`config.mk`:
```
export PLATFORM = sky130hd
export DESIGN_NAME = shift_register_4_bit
export DESIGN_NICKNAME = d
export VERILOG_FILES = /design/src/rtl/shift_register_pkg.sv /design/src/rtl/shift_frame_counter.sv /design/src/rtl/shift_register_4_bit.sv
export SDC_FILE = /design/constraint.sdc
export NUM_CORES = 1
export LEC_CHECK = 0
export ABC_AREA = 1
export CORE_AREA = 2 2 39 41
export DETAILED_ROUTE_END_ITERATION = 10
export DIE_AREA = 0 0 41 43
export MAX_ROUTING_LAYER = met4
export SLEW_MARGIN = 20
export SYNTH_ARGS = -nofsm -noshare
export SYNTH_HDL_FRONTEND = slang
export SYNTH_SLANG_ARGS = --single-unit
```
`constraint.sdc`:
```
create_clock -name clk -period 1.2 [get_ports clk]
set_clock_uncertainty 0.2 [all_clocks]
set_input_delay 0.24 -clock clk [delete_from_list [all_inputs] [get_ports clk]]
set_output_delay 0.24 -clock clk [all_outputs]
set_load 0.05 [all_outputs]
```
`src/rtl/shift_register_pkg.sv`:
```
// Shared constants and types for the 4-bit PISO shift register.
package shift_register_pkg;

  localparam int SR_WIDTH   = 4;
  localparam int SR_PHASE_W = 2;

  typedef logic [SR_WIDTH-1:0]   sr_word_t;
  typedef logic [SR_PHASE_W-1:0] sr_phase_t;

  localparam sr_phase_t SR_PHASE_LOAD = '0;

endpackage

```
`src/rtl/shift_frame_counter.sv`:
```
// Free-running 2-bit frame phase counter.
// o_load marks the frame's first cycle.
module shift_frame_counter
  import shift_register_pkg::*;
(
  input  logic      clk,
  input  logic      rst_n,
  output sr_phase_t o_phase,
  output logic      o_load
);

  sr_phase_t r_phase;

  always_ff @(posedge clk or negedge rst_n) begin
    if (!rst_n) begin
      r_phase <= SR_PHASE_LOAD;
    end else begin
      r_phase <= r_phase + sr_phase_t'(1);
    end
  end

  assign o_phase = r_phase;
  assign o_load  = (r_phase == SR_PHASE_LOAD);

endmodule

```
`src/rtl/shift_register_4_bit.sv`:
```
// 4-bit parallel-in serial-out register, one word per 4-cycle frame.
// Define SHIFT_REGISTER_LSB_FIRST_EN for LSB-first output order.
module shift_register_4_bit
  import shift_register_pkg::*;
(
  input  logic     clk,
  input  logic     rst_n,
  input  sr_word_t in,
  output logic     out
);

  sr_phase_t w_phase;
  logic      w_load;
  logic      w_shift;
  sr_word_t  r_shreg;

  shift_frame_counter u_cnt (
    .clk     (clk),
    .rst_n   (rst_n),
    .o_phase (w_phase),
    .o_load  (w_load)
  );

  assign w_shift = (w_phase != SR_PHASE_LOAD);

  always_ff @(posedge clk or negedge rst_n) begin
    if (!rst_n) begin
      r_shreg <= '0;
    end else if (w_load) begin
      r_shreg <= in;
    end else if (w_shift) begin
`ifdef SHIFT_REGISTER_LSB_FIRST_EN
      r_shreg <= {1'b0, r_shreg[SR_WIDTH-1:1]};
`else
      r_shreg <= {r_shreg[SR_WIDTH-2:0], 1'b0};
`endif
    end
  end

`ifdef SHIFT_REGISTER_LSB_FIRST_EN
  assign out = r_shreg[0];
`else
  assign out = r_shreg[SR_WIDTH-1];
`endif

endmodule

```
* Yosys cells after proc, flatten, opt, wreduce, memory -nomap -nowiden
Index checks and enable logic that the tools add are counted.
** Word-level totals
- Output and inout bits :: 1
- Bits in read-only memories :: 0
- Word-level logic and storage cells :: 8
- Register bits after elaboration :: 6
- Memories kept :: 0
- Bits in latches :: 0
- Memory bits (writable) :: 0
** Cells by class
- $add $sub $neg :: 1
- Equal/unequal tests :: 0
- Order comparisons :: 0
- Multipliers :: 0
- Div/mod/pow operators :: 0
- Shifts and indexed selects :: 0
- Reductions and logical operators :: 3
- Multiplexer cells :: 2
- Bitwise gates (word level) :: 0
** Operators by type and width (count)
- 4-bit 2-to-1 mux :: 2
- 2-bit nonzero test :: 2
- 2-bit by 1-bit adder with 2-bit output, second input constant :: 1
- 2-bit zero test :: 1

* Depth between registers and ports, before layout
Gate-level depths: netlist of the first run.
- Word-level depth :: 3
- Gate-level depth with buffers :: 5

* Cells and area by module
Synthesis of the first run repeated with hierarchy kept, for this count alone.
** Unflattened totals
- Cells, all modules :: 33
- Area total of the unflattened synthesis :: 267.8 µm²
** Modules (own cells, without submodules)
- shift_register_4_bit :: times used 1, cells each 28, area each 197.7 µm²
- shift_frame_counter :: times used 1, cells each 5, area each 70.1 µm²

* Worst setup path after synthesis of the first run
OpenSTA, ideal clock, no wires.
- Path kind :: register -> register
- From :: register u_cnt.r_phase[0] (netlist: u_cnt.o_phase[0])
- To :: register r_shreg[1]
- Data required time :: 0.884 ns
- Cell stages (with the launch flop) :: 6
- Period minus slack after synthesis :: 1.065 ns
- Arrival :: 0.748 ns
- Setup slack :: 0.135 ns
- Path buffers :: 0
- Path through :: dfrtp_1 inv_1 ha_1 inv_2 nand2_1 nand2_1
** On the way
- Longest elaborated chain between the ends :: 2
- Elaborated cells between the ends (all ways) :: 4
** Ends and longest elaborated chain
- from (decl) :: RTL line shift_frame_counter.sv:12 : sr_phase_t r_phase;
- from (signal assigned) :: RTL line shift_frame_counter.sv:18 : r_phase <= r_phase + sr_phase_t'(1);
- 2-bit zero test / 2-bit nonzero test (equally long branches) :: RTL line shift_frame_counter.sv:23, shift_register_4_bit.sv:24
- 4-bit 2-to-1 mux / 2-bit nonzero test (equally long branches)
- to (signal assigned) :: RTL line shift_register_4_bit.sv:30 : r_shreg <= in;
- to (signal assigned) :: RTL line shift_register_4_bit.sv:35 : r_shreg <= {r_shreg[SR_WIDTH-2:0], 1'b0};
- to (decl) :: RTL line shift_register_4_bit.sv:15 : sr_word_t r_shreg;
Parallel ways exist; a longest one is shown, timed or not.
A chain may end at the register's enable or synchronous reset.

* Worst setup path in the final report of the first run
- From :: register r_shreg[3]
- To :: output out
** RTL lines
- to (decl) :: RTL line shift_register_4_bit.sv:9 : output logic out
No word-level cell between the ends.

==> qor_table.md, run 1 <==
| Group | Result | Reported |
|---|---|---|
| yosys | Number of warnings issued by yosys | 0 |
| yosys | Post-synthesis sequential area ratio | 0.6977 |
| setup path | Endpoint kind of the worst setup timing path | primary output |
| setup path | Crit path DAT | 0.78 ns |
| timing | RSZ-0062 raised after global routing | true |
| setup path | Cell with the largest stage delay on the worst path | dfrtp_1 |
| clock tree | Cts bufs inserted | 3 |
| yosys | Post-synthesis xor/xnor area fraction | 0 |
| clock tree | Later-pin clock latency in the skew report | 0.24 ns |
| timing | Setup TNS | -0.02060 ns |
| clock tree | Max clock buf depth | 2 |
| die | Cell Rows | 14 |
| die | Chip height | 43 um |
| timing | Number of max-slew violations in the final report | 0 |
| pwr | Leakage | 0.1655 nW |
| grt | Total global routing track utilization | 0.05492 |
| final layout | Final instance area | 330.3 sq um |
| pwr | Peak supply drop | 0.2914 mV |
| yosys | Gate count after technology mapping | 21 |
| grt | Number of global-route vias before repair | 146 |
| grt | Antenna violations before repair | 0 |
| final layout | Count of antenna diodes in the layout | 0 |
| clock tree | Count of H-tree levels built during CTS | 1 |
| die | Number of primary I/O pins | 7 |
| yosys | Number of distinct library cells after synthesis | 5 |
| die | CORE AREA | 1384 sq um |
| min path | Class of the tightest hold or removal check | in2async |
| place | Final weighted congestion in routability-driven placement | 0.6712 |
| clock tree | Setup Buffers After CTS | 0 |
| setup path | Family with the most delay on the worst path | flip-flops |
| yosys | Post-Synth Adder-Cell Area | 0.05814 |
| timing | Maximum frequency from static timing analysis | 0.8193 GHz |
| timing | Normalized max-slew margin | 0.8086 |
| detailed routing | Detailed-route wire length per cell | 7.717 um |
| detailed routing | Residual antenna-violating net count after detailed routing | 0 |
| clock tree | Clock root buffer | clkbuf_4 |
| grt | GRT Residual Overflow | 0 |
| detailed routing | Number of remaining DRC errors | 0 |
| detailed routing | Drt total wl | 355 um |
| timing | Min Clock Period, post-route | 1.221 ns |
| setup path | R2R Setup Slk | 0.09 ns |
| place | Half-perimeter wire length after placement | 255.7 um |
| place | Total placed cells including tap cells | 43 |
| grt | Wire length of the first global-routing pass | 531 um |
| run status | Status | finished with violations |
| timing | Actual slew at the worst max-slew pin | 0.2863 ns |
| timing | Crit share post-route | 1.017 |
| setup path | Setup crit start | r_shreg[3]$_DFF_PN0_ |
| timing | WHS | 0.04561 ns |
| setup path | Highest net fanout along the worst path | 1 |
| die | Area enclosed by the die boundary | 1763 sq um |
| yosys | Compound-gate portion of the synthesized area | 0 |
| yosys | Summed instance area of the synthesized netlist | 215.2 sq um |
| timing | Number of endpoints failing setup at the final stage | 1 |
| run status | Failing checks | negative setup slack |
| yosys | Share of synthesized area spent on multiplexers | 0 |
| yosys | Simple-Gate Fraction of Synth Area | 0.1744 |
| final layout | Number of filler cells placed in the layout | 150 |
| place | Number of I/O port buffers | 6 |
| detailed routing | Number of detailed-routing iterations run before antenna repair | 2 |
| clock tree | CTS tree | done |
| setup path | Setup CP Type | reg2out |
| clock tree | Clock Sinks | 6 |
| setup path | Worst setup SP type | flip-flop |
| detailed routing | Via-to-Cell Ratio | 3.326 |
| setup path | Cell-by-cell listing of the critical path | buf_12 |
| detailed routing | DR iter-0 viols | 1 |
| timing | Crit path setup slack, layout | -0.02060 ns |
| pwr | Power per standard cell area | 1309 nW/um^2 |
| setup path | WP buf/inv | 1 |
| grt | Pin count of the biggest net entering global routing | 7 |
| final layout | Synthesis-to-layout area growth | 53.49% |
| yosys | Number of storage elements in the synthesis netlist | 6 |
| setup path | CP required | 0.76 ns |
| setup path | Reg2reg start | u_cnt.o_phase[0]$_DFF_PN0_ |
| die | Starting density of the core | 0.1555 |
| die | Width of the die | 41 um |
| place | DP Area | 305.3 sq um |
| detailed routing | Vias after detailed routing | 153 |
| flow run | Reported max-cap violation count | 0 |
| final layout | Post-Layout Cell Count | 46 |
| final layout | Fraction of layout instances using a drive strength above 1 | 0.2000 |
| yosys | Synthesized net count | 28 |
| yosys | Combinational family with the most area after synthesis | simple AND/OR/NAND/NOR gates |
| clock tree | Post-CTS clock slew at the launch and capture registers of the worst setup and hold paths | 0.04 ns |
| setup path | Largest stage delay on the critical path | 0.39 ns |
| yosys | Mean area per synthesized cell | 10.25 sq um |
| timing | Number of hold violations in the final report | 0 |
| final layout | Post-layout util | 0.2387 |
| final layout | Final-stage net count | 39 |
==> through the flow <==
step | power (mW) | worst slack [ns]
after floorplan | 0.2241 | 0.1352
after global placement | 0.2530 | 0.05030
after detailed placement | 0.2533 | 0.05062
after CTS | 0.4455 | -0.03515
after global routing | 0.4585 | -0.04397
final | 0.4323 | -0.02060
==> metal layers <==
metal	up-vias	global-route usage	routed length [um]
met1	68	0.05263	162
met2	6	0.05938	145
li1	79	-	-
met4	0	0.08000	0
met5	-	-	0
met3	0	0.03141	47
==> sequential cells by signal, summed over array words and instances, names as in the netlist <==
register / count
r_shreg: 4
u_cnt.o_phase: 2
==> final timing paths <==
check	end	cells past startpoint
max in group asynchronous	r_shreg[2]$_DFF_PN0_	1
min in group clk	u_cnt.o_phase[0]$_DFF_PN0_	1
setup reg to reg	r_shreg[3]$_DFF_PN0_	5
hold / removal	r_shreg[3]$_DFF_PN0_	1
setup / recovery	out	1
hold reg to reg	u_cnt.o_phase[0]$_DFF_PN0_	1
==> final cells by class <==
type	count	area [sq um]	share of cell area
Sequential cell	6	150.1	0.4545
Timing Repair Buffer	6	70.07	0.2121
Multi-Input combinational cell	11	52.55	0.1591
Clock buffer	3	22.52	0.06818
Tap cell	16	20.02	0.06061
Inverter	4	15.01	0.04545
==> synth_stat cells <==
cell type | instances | area, sq um
inv_2 | 1 | 3.750
dfrtp_1 | 6 | 150.1
ha_1 | 1 | 12.51
inv_1 | 3 | 11.26
nand2_1 | 10 | 37.54
==> cell usage in the layout (no fill, tap or decap) <==
cell type and instances:
buf_12 1, nand2_1 10, ha_2 1, clkbuf_4 3, clkdlybuf4s50_1 5, inv_1 3
dfrtp_1 6, inv_2 1
==> where the power goes <==
group | switching (mW) | internal (mW)
clock network | 0.0696 | 0.113
registers | 0.00261 | 0.210
logic | 0.0149 | 0.0226
total | 0.0871 | 0.345
==> kinds of logic after synthesis <==
family,Yosys count
simple gates,10
fa+ha+maj,1
buf+inv,4
flops,6
==> repair_timing <==
item / 4_1_cts / 5_1_grt
resized for setup: 0 / 1
pin swaps: 0 / 0
setup endpoints to repair: 1 / 4
hold buffers: 0 / 0
Note: power is estimated with default switching activity, not from simulation.
==> inputs of run 2 (changes only) <==
--- a/config.mk
+++ b/config.mk
@@ -10,7 +10,6 @@
 export DETAILED_ROUTE_END_ITERATION = 10
 export DIE_AREA = 0 0 41 43
 export MAX_ROUTING_LAYER = met4
-export SLEW_MARGIN = 20
 export SYNTH_ARGS = -nofsm -noshare
 export SYNTH_HDL_FRONTEND = slang
 export SYNTH_SLANG_ARGS = --single-unit
==> results of run 2 <==
Same layout as run 1: the final DEF is identical, and so are final timing and power.
==> variant 1, RTL diff (config.mk and constraints of run 2) <==
Add an input register stage for `in`, without a reset; this delays it by one clock. Comments in the files are not updated.
--- a/src/rtl/shift_register_4_bit.sv
+++ b/src/rtl/shift_register_4_bit.sv
@@ -8,6 +8,12 @@
   input  sr_word_t in,
   output logic     out
 );
+
+  sr_word_t in_q;
+
+  always_ff @(posedge clk) begin
+    in_q <= in;
+  end
 
   sr_phase_t w_phase;
   logic      w_load;
@@ -27,7 +33,7 @@
     if (!rst_n) begin
       r_shreg <= '0;
     end else if (w_load) begin
-      r_shreg <= in;
+      r_shreg <= in_q;
     end else if (w_shift) begin
 `ifdef SHIFT_REGISTER_LSB_FIRST_EN
       r_shreg <= {1'b0, r_shreg[SR_WIDTH-1:1]};
Function: changed (a bounded check fails within 4 cycles, from zero or initial values and one cycle with rst_n low).
==> variant 1 against run 2 <==
- the flow still finishes with violations (negative setup slack)
- wire length rose by 13%
- sequential cell count up 4
- total power increased by 59%
- global-route usage is 1.6 points higher
- register-to-register slack better by 20 ps
- setup slack got worse by 31 ps
- sequential share of layout area is 7.6 points higher
- worst hold slack got worse by 33 ps
- area after synthesis is 37% higher
- final area rose by 31%
==> variant 1: results (changes against run 2) <==
Placement
  – DP Cell Count: 47 (+9.3%)
  – Placer Congestion: 0.707 (+5.4%)
  – Worst slack at placement: 30.8 ps (-19.8 ps)
  – DP Area: 385 um2 (+26%)
  – Hpwl dp: 264 um (+3.4%)

Critical path
  – Slowest stage delay, CP: about 400 ps
  – Reg2reg end: r_shreg[1]
  – RR Startpoint: u_cnt.o_phase[0]
  – WP data arrival: 810 ps (+30 ps)
  – Reg-to-reg slack, setup: 110 ps (+20 ps)
  – Worst setup path end: out
  – Crit-path slowest cell: dfrtp_1
  – Worst r2r path cells: 5 (unchanged)
  – Crit Path Max Fanout: 1 (unchanged)
  – Crit path max-delay family: flip-flops

Timing
  – Post-route setup TNS: -51.1 ps (-30.5 ps)
  – Worst setup margin: -51.1 ps (-30.5 ps)
  – Setup violations, final: 1 (unchanged)
  – Worst-margin pin slew: 275 ps (-11.1 ps)
  – Hold_ws: 13.1 ps (-32.5 ps)

Worst hold path
  – HP Class: input port to async pin

Cells and area
  – Nets: 43 (+10%)
  – Diode count: 0 (unchanged)

Global route
  – Total GRT Usage: 7.10% (+1.6 points)
  – Initial antenna violation count: 0 (unchanged)
  – First-pass GRT wire length: 676 um (+27%)
  – Vias in the first global route: 172 (+18%)

Run status
  – Status: finished, violations left
  – Failing checks: negative setup slack

Synthesis
  – Distinct cell type count of the synthesized netlist: 6 (+1)
  – Sequential share of the synthesized area: 78.0% (+8.2 points)
  – Top cells by area, synth: dfrtp_1 51%, dfxtp_1 27%, nand2_1 13%
  – Top FF cell, synth: dfrtp_1
  – Yosys warns: 0 (unchanged)
  – Async set or reset register ratio after synthesis: 60.0% (-40 points)
  – Syn_nets: 32 (+14%)
  – Mean post-synth cell area: 11.8 um2 (+15%)
  – Top post-synthesis cells by count: 10 x nand2_1, 6 x dfrtp_1, 4 x dfxtp_1
  – Synth top area share: 50.8% (-19 points)

CTS
  – Cts repair resizes: 0 (unchanged)
  – Post-CTS Setup Bufs: 0 (unchanged)
  – CTS buffer count: 3 (unchanged)
  – Root buffer cell: clkbuf_4
  – Max clock buf depth: 2 (unchanged)
  – Clk_lat worst skew: 260 ps (+20 ps)
  – CTS H-tree lvls: 1 (unchanged)
  – CTS clock-pin slew for the worst setup and hold paths: 70 ps (+30 ps)

Power
  – Max VDD drop: 0.000433 V (+49%)
  – Pleak: 0.208 nW (+26%)
  – Int Power: 0.555 mW (+61%)

Drt
  – Drt wl/cell: 7.84 um (+1.6%)
  – Via Count: 185 (+21%)
  – 1st-iter DRT viols: 1 (unchanged)
  – DR vias/cell: 3.63 (+9.1%)
  – Drt pass-1 iters: 2 (unchanged)
[variant 1: cell types whose count changed after synthesis, sizes merged]
| cell | before | now |
|---|---|---|
| dfxtp | 0 | 4 |
[variant 1: power by group through the flow]
| stage | combinational, mW | clock, mW | sequential, mW |
|---|---|---|---|
| finish | 0.0366 | 0.299 | 0.353 |
| global route | 0.0406 | 0.328 | 0.354 |
| CTS | 0.0377 | 0.310 | 0.353 |
| detailed placement | 0.0374 | 0 | 0.360 |
| global placement | 0.0365 | 0 | 0.360 |
| floorplan | 0.00376 | 0 | 0.365 |
[variant 1: per-layer routing]
layer	track usage (%)	routed length (um)
met1	7.41	151
met2	7.81	212
met3	3.14	29
met5	-	0
met4	10.0	6
[variant 1: kinds of logic (layout without fill, tap and decap cells)]
group | Yosys count | in the layout | share of synthesized area (%)
and+or+nand+nor | 10 | 10 | 12.7
buffers and inverters | 4 | 14 | 5.08
adders and majority gates | 1 | 1 | 4.24
DFF | 10 | 10 | 78.0
[variant 1: how the worst min path moves through the flow]
stage                            end  cells past startpoint        startpoint
global route        u_cnt.o_phase[1]                      1             rst_n
detailed placement  u_cnt.o_phase[0]                      1  u_cnt.o_phase[0]
finish                    r_shreg[1]                      1             rst_n
floorplan                 r_shreg[0]                      0             rst_n
global placement    u_cnt.o_phase[0]                      1  u_cnt.o_phase[0]
CTS                 u_cnt.o_phase[0]                      1             rst_n
[variant 1: layout make-up]
cell class / count / area (um2)
clock buffers: 4 / 36.3
well taps: 16 / 20.0
multi-input cells: 11 / 62.6
flip-flops and latches: 10 / 230
fillers: 145 / 950
repair buffers: 6 / 70.1
inverters: 4 / 15.0
==> variant 2, RTL diff (config.mk and constraints of run 2) <==
Made on the original files. `SR_WIDTH`: 4 -> 5.
--- a/src/rtl/shift_register_pkg.sv
+++ b/src/rtl/shift_register_pkg.sv
@@ -1,7 +1,7 @@
 // Shared constants and types for the 4-bit PISO shift register.
 package shift_register_pkg;
 
-  localparam int SR_WIDTH   = 4;
+  localparam int SR_WIDTH   = 5;
   localparam int SR_PHASE_W = 2;
 
   typedef logic [SR_WIDTH-1:0]   sr_word_t;
Ports: changed (resized in); port bits go from 7 to 8. No check against the original RTL was run, so the function may have changed too.
==> variant 2 against run 2 <==
- the flow still finishes with violations (negative setup slack)
- total power increased by 16%
- via count up 22%
- final area rose by 20%
- sequential cell count grew 1
- wire length rose by 14%
- largest cell class unchanged
- setup slack got worse by 11 ps
- cell count increased by 17%
- area after synthesis is 17% higher
- sequential share of layout area fell by 1.2 points
- non-clock buffer count is 3 higher
- highest routed layer unchanged
==> variant 2: results (changes against run 2) <==
Power
  – Pleak: 0.202 nW (+22%)
  – Max VDD drop: 0.000455 V (+56%)

Cells and area
  – Largest register by flop count: r_shreg
  – Diode count: 0 (unchanged)
  – Nets: 47 (+21%)
  – Max reg flops: 5 (+1)
  – Share of cells above drive strength 1: 21.1% (+1.1 points)

Drt
  – DR vias/cell: 3.46 (+4.1%)
  – Max layer used: met3
  – Met2 routed WL: 176 um (+21%)
  – Drt wl/cell: 7.46 um (-3.3%)
  – Via Count: 187 (+22%)
  – Met3 WL: 34 um (-28%)
  – 1st-iter DRT viols: 2 (+1)
  – M1 WL: 193 um (+19%)
  – Drt pass-1 iters: 2 (unchanged)

Synthesis
  – Distinct cell type count of the synthesized netlist: 5 (unchanged)
  – Top post-synthesis cells by count: 13 x nand2_1, 7 x dfrtp_1, 3 x inv_1
  – Sequential share of the synthesized area: 69.7% (-0.12 points)
  – Top cells by area, synth: dfrtp_1 70%, nand2_1 19%, ha_1 5.0%
  – Mean post-synth cell area: 10.1 um2 (-1.8%)
  – Yosys warns: 0 (unchanged)
  – Syn_nets: 33 (+18%)
  – Async set or reset register ratio after synthesis: 100% (unchanged)

Critical path
  – WP data arrival: between 700 and 800 ps
  – Slowest stage delay, CP: 390 ps (about the same)
  – Crit path max-delay family: flip-flops
  – Crit Path Max Fanout: 1 (unchanged)
  – Crit-path slowest cell: dfrtp_1

Global route
  – Total GRT Usage: 6.64% (+1.1 points)
  – Vias in the first global route: 175 (+20%)
  – First-pass GRT wire length: 662 um (+25%)
  – Largest net degree at the start of global routing: 8 (+1)
  – Initial antenna violation count: 0 (unchanged)

CTS
  – CTS H-tree lvls: 1 (unchanged)
  – Clk_lat worst skew: 250 ps
  – Post-CTS Setup Bufs: 0 (unchanged)
  – CTS buffer count: 3 (unchanged)
  – Max clock buf depth: 2 (unchanged)
  – Root buffer cell: clkbuf_4
  – CTS clock-pin slew for the worst setup and hold paths: ~50 ps

Timing
  – Worst setup margin: -32.0 ps (-11.4 ps)
  – Post-route setup TNS: -32.0 ps (-11.4 ps)
  – Setup violations, final: 1 (unchanged)
  – Worst-margin pin slew: 329 ps (+42.9 ps)

Run status
  – Failing checks: negative setup slack
  – Status: finished, violations left

Placement
  – IO Port Bufs: 7 (+1)
  – Worst slack at placement: 29.5 ps (-21.2 ps)
  – DP Cell Count: 50 (+16%)
  – Hpwl dp: 306 um (+19%)
  – Placer Congestion: 0.628 (-6.5%)

Worst hold path
  – HP Class: input port to async pin
variant 2: path summary, 6_finish.rpt:
path                             startpoint               end  slack (ps)  cells past startpoint
max                              r_shreg[4]               out         -30                      1
min                                   rst_n        r_shreg[4]          60                      1
max reg2reg                u_cnt.o_phase[0]        r_shreg[1]          80                      5
min reg2reg                u_cnt.o_phase[0]  u_cnt.o_phase[0]         210                      1
max in group asynchronous             rst_n        r_shreg[1]         500                      1
min in group clk           u_cnt.o_phase[0]  u_cnt.o_phase[0]         210                      1
variant 2: cell type report:
type | instances | area (um2)
clock buffers | 4 | 26.3
fillers | 158 | 988
inverters | 4 | 15.0
multi-input cells | 14 | 63.8
flip-flops and latches | 7 | 175
well taps | 16 | 20.0
repair buffers | 9 | 95.1
variant 2: power by group:
| group | internal, mW | switching [mW] | total (mW) |
|---|---|---|---|
| clock | 0.127 | 0.0834 | 0.210 |
| sequential | 0.245 | 0.00316 | 0.248 |
| combinational | 0.0260 | 0.0164 | 0.0425 |
variant 2: per-stage QoR:
stage | utilization [%] | instance area [um2] | hold slack [ps]
after global placement | 26.5 | 367 | 196
after CTS | 28.4 | 393 | 54.5
after floorplan | - | 251 | -256
after detailed placement | 26.5 | 367 | 199
after global routing | 28.6 | 395 | 65.7
final | 28.6 | 395 | 55.1
variant 2: routing by layer:
| metal | global-route usage, % | up-vias |
|---|---|---|
| li1 | - | 97 |
| met1 | 8.25 | 84 |
| met2 | 6.56 | 6 |
| met3 | 4.71 | 0 |
| met4 | 6.00 | 0 |
| met5 | - | - |
variant 2: logic make-up after synthesis:
logic type	synth area share (%)
adders and majority gates	4.97
DFF	69.7
and+or+nand+nor	19.4
buffers and inverters	5.97
variant 2: repair_timing:
item | in CTS | in global routing
pin swaps | 0 | 0
setup endpoints to repair | 1 | 5
resized for setup | 0 | 1
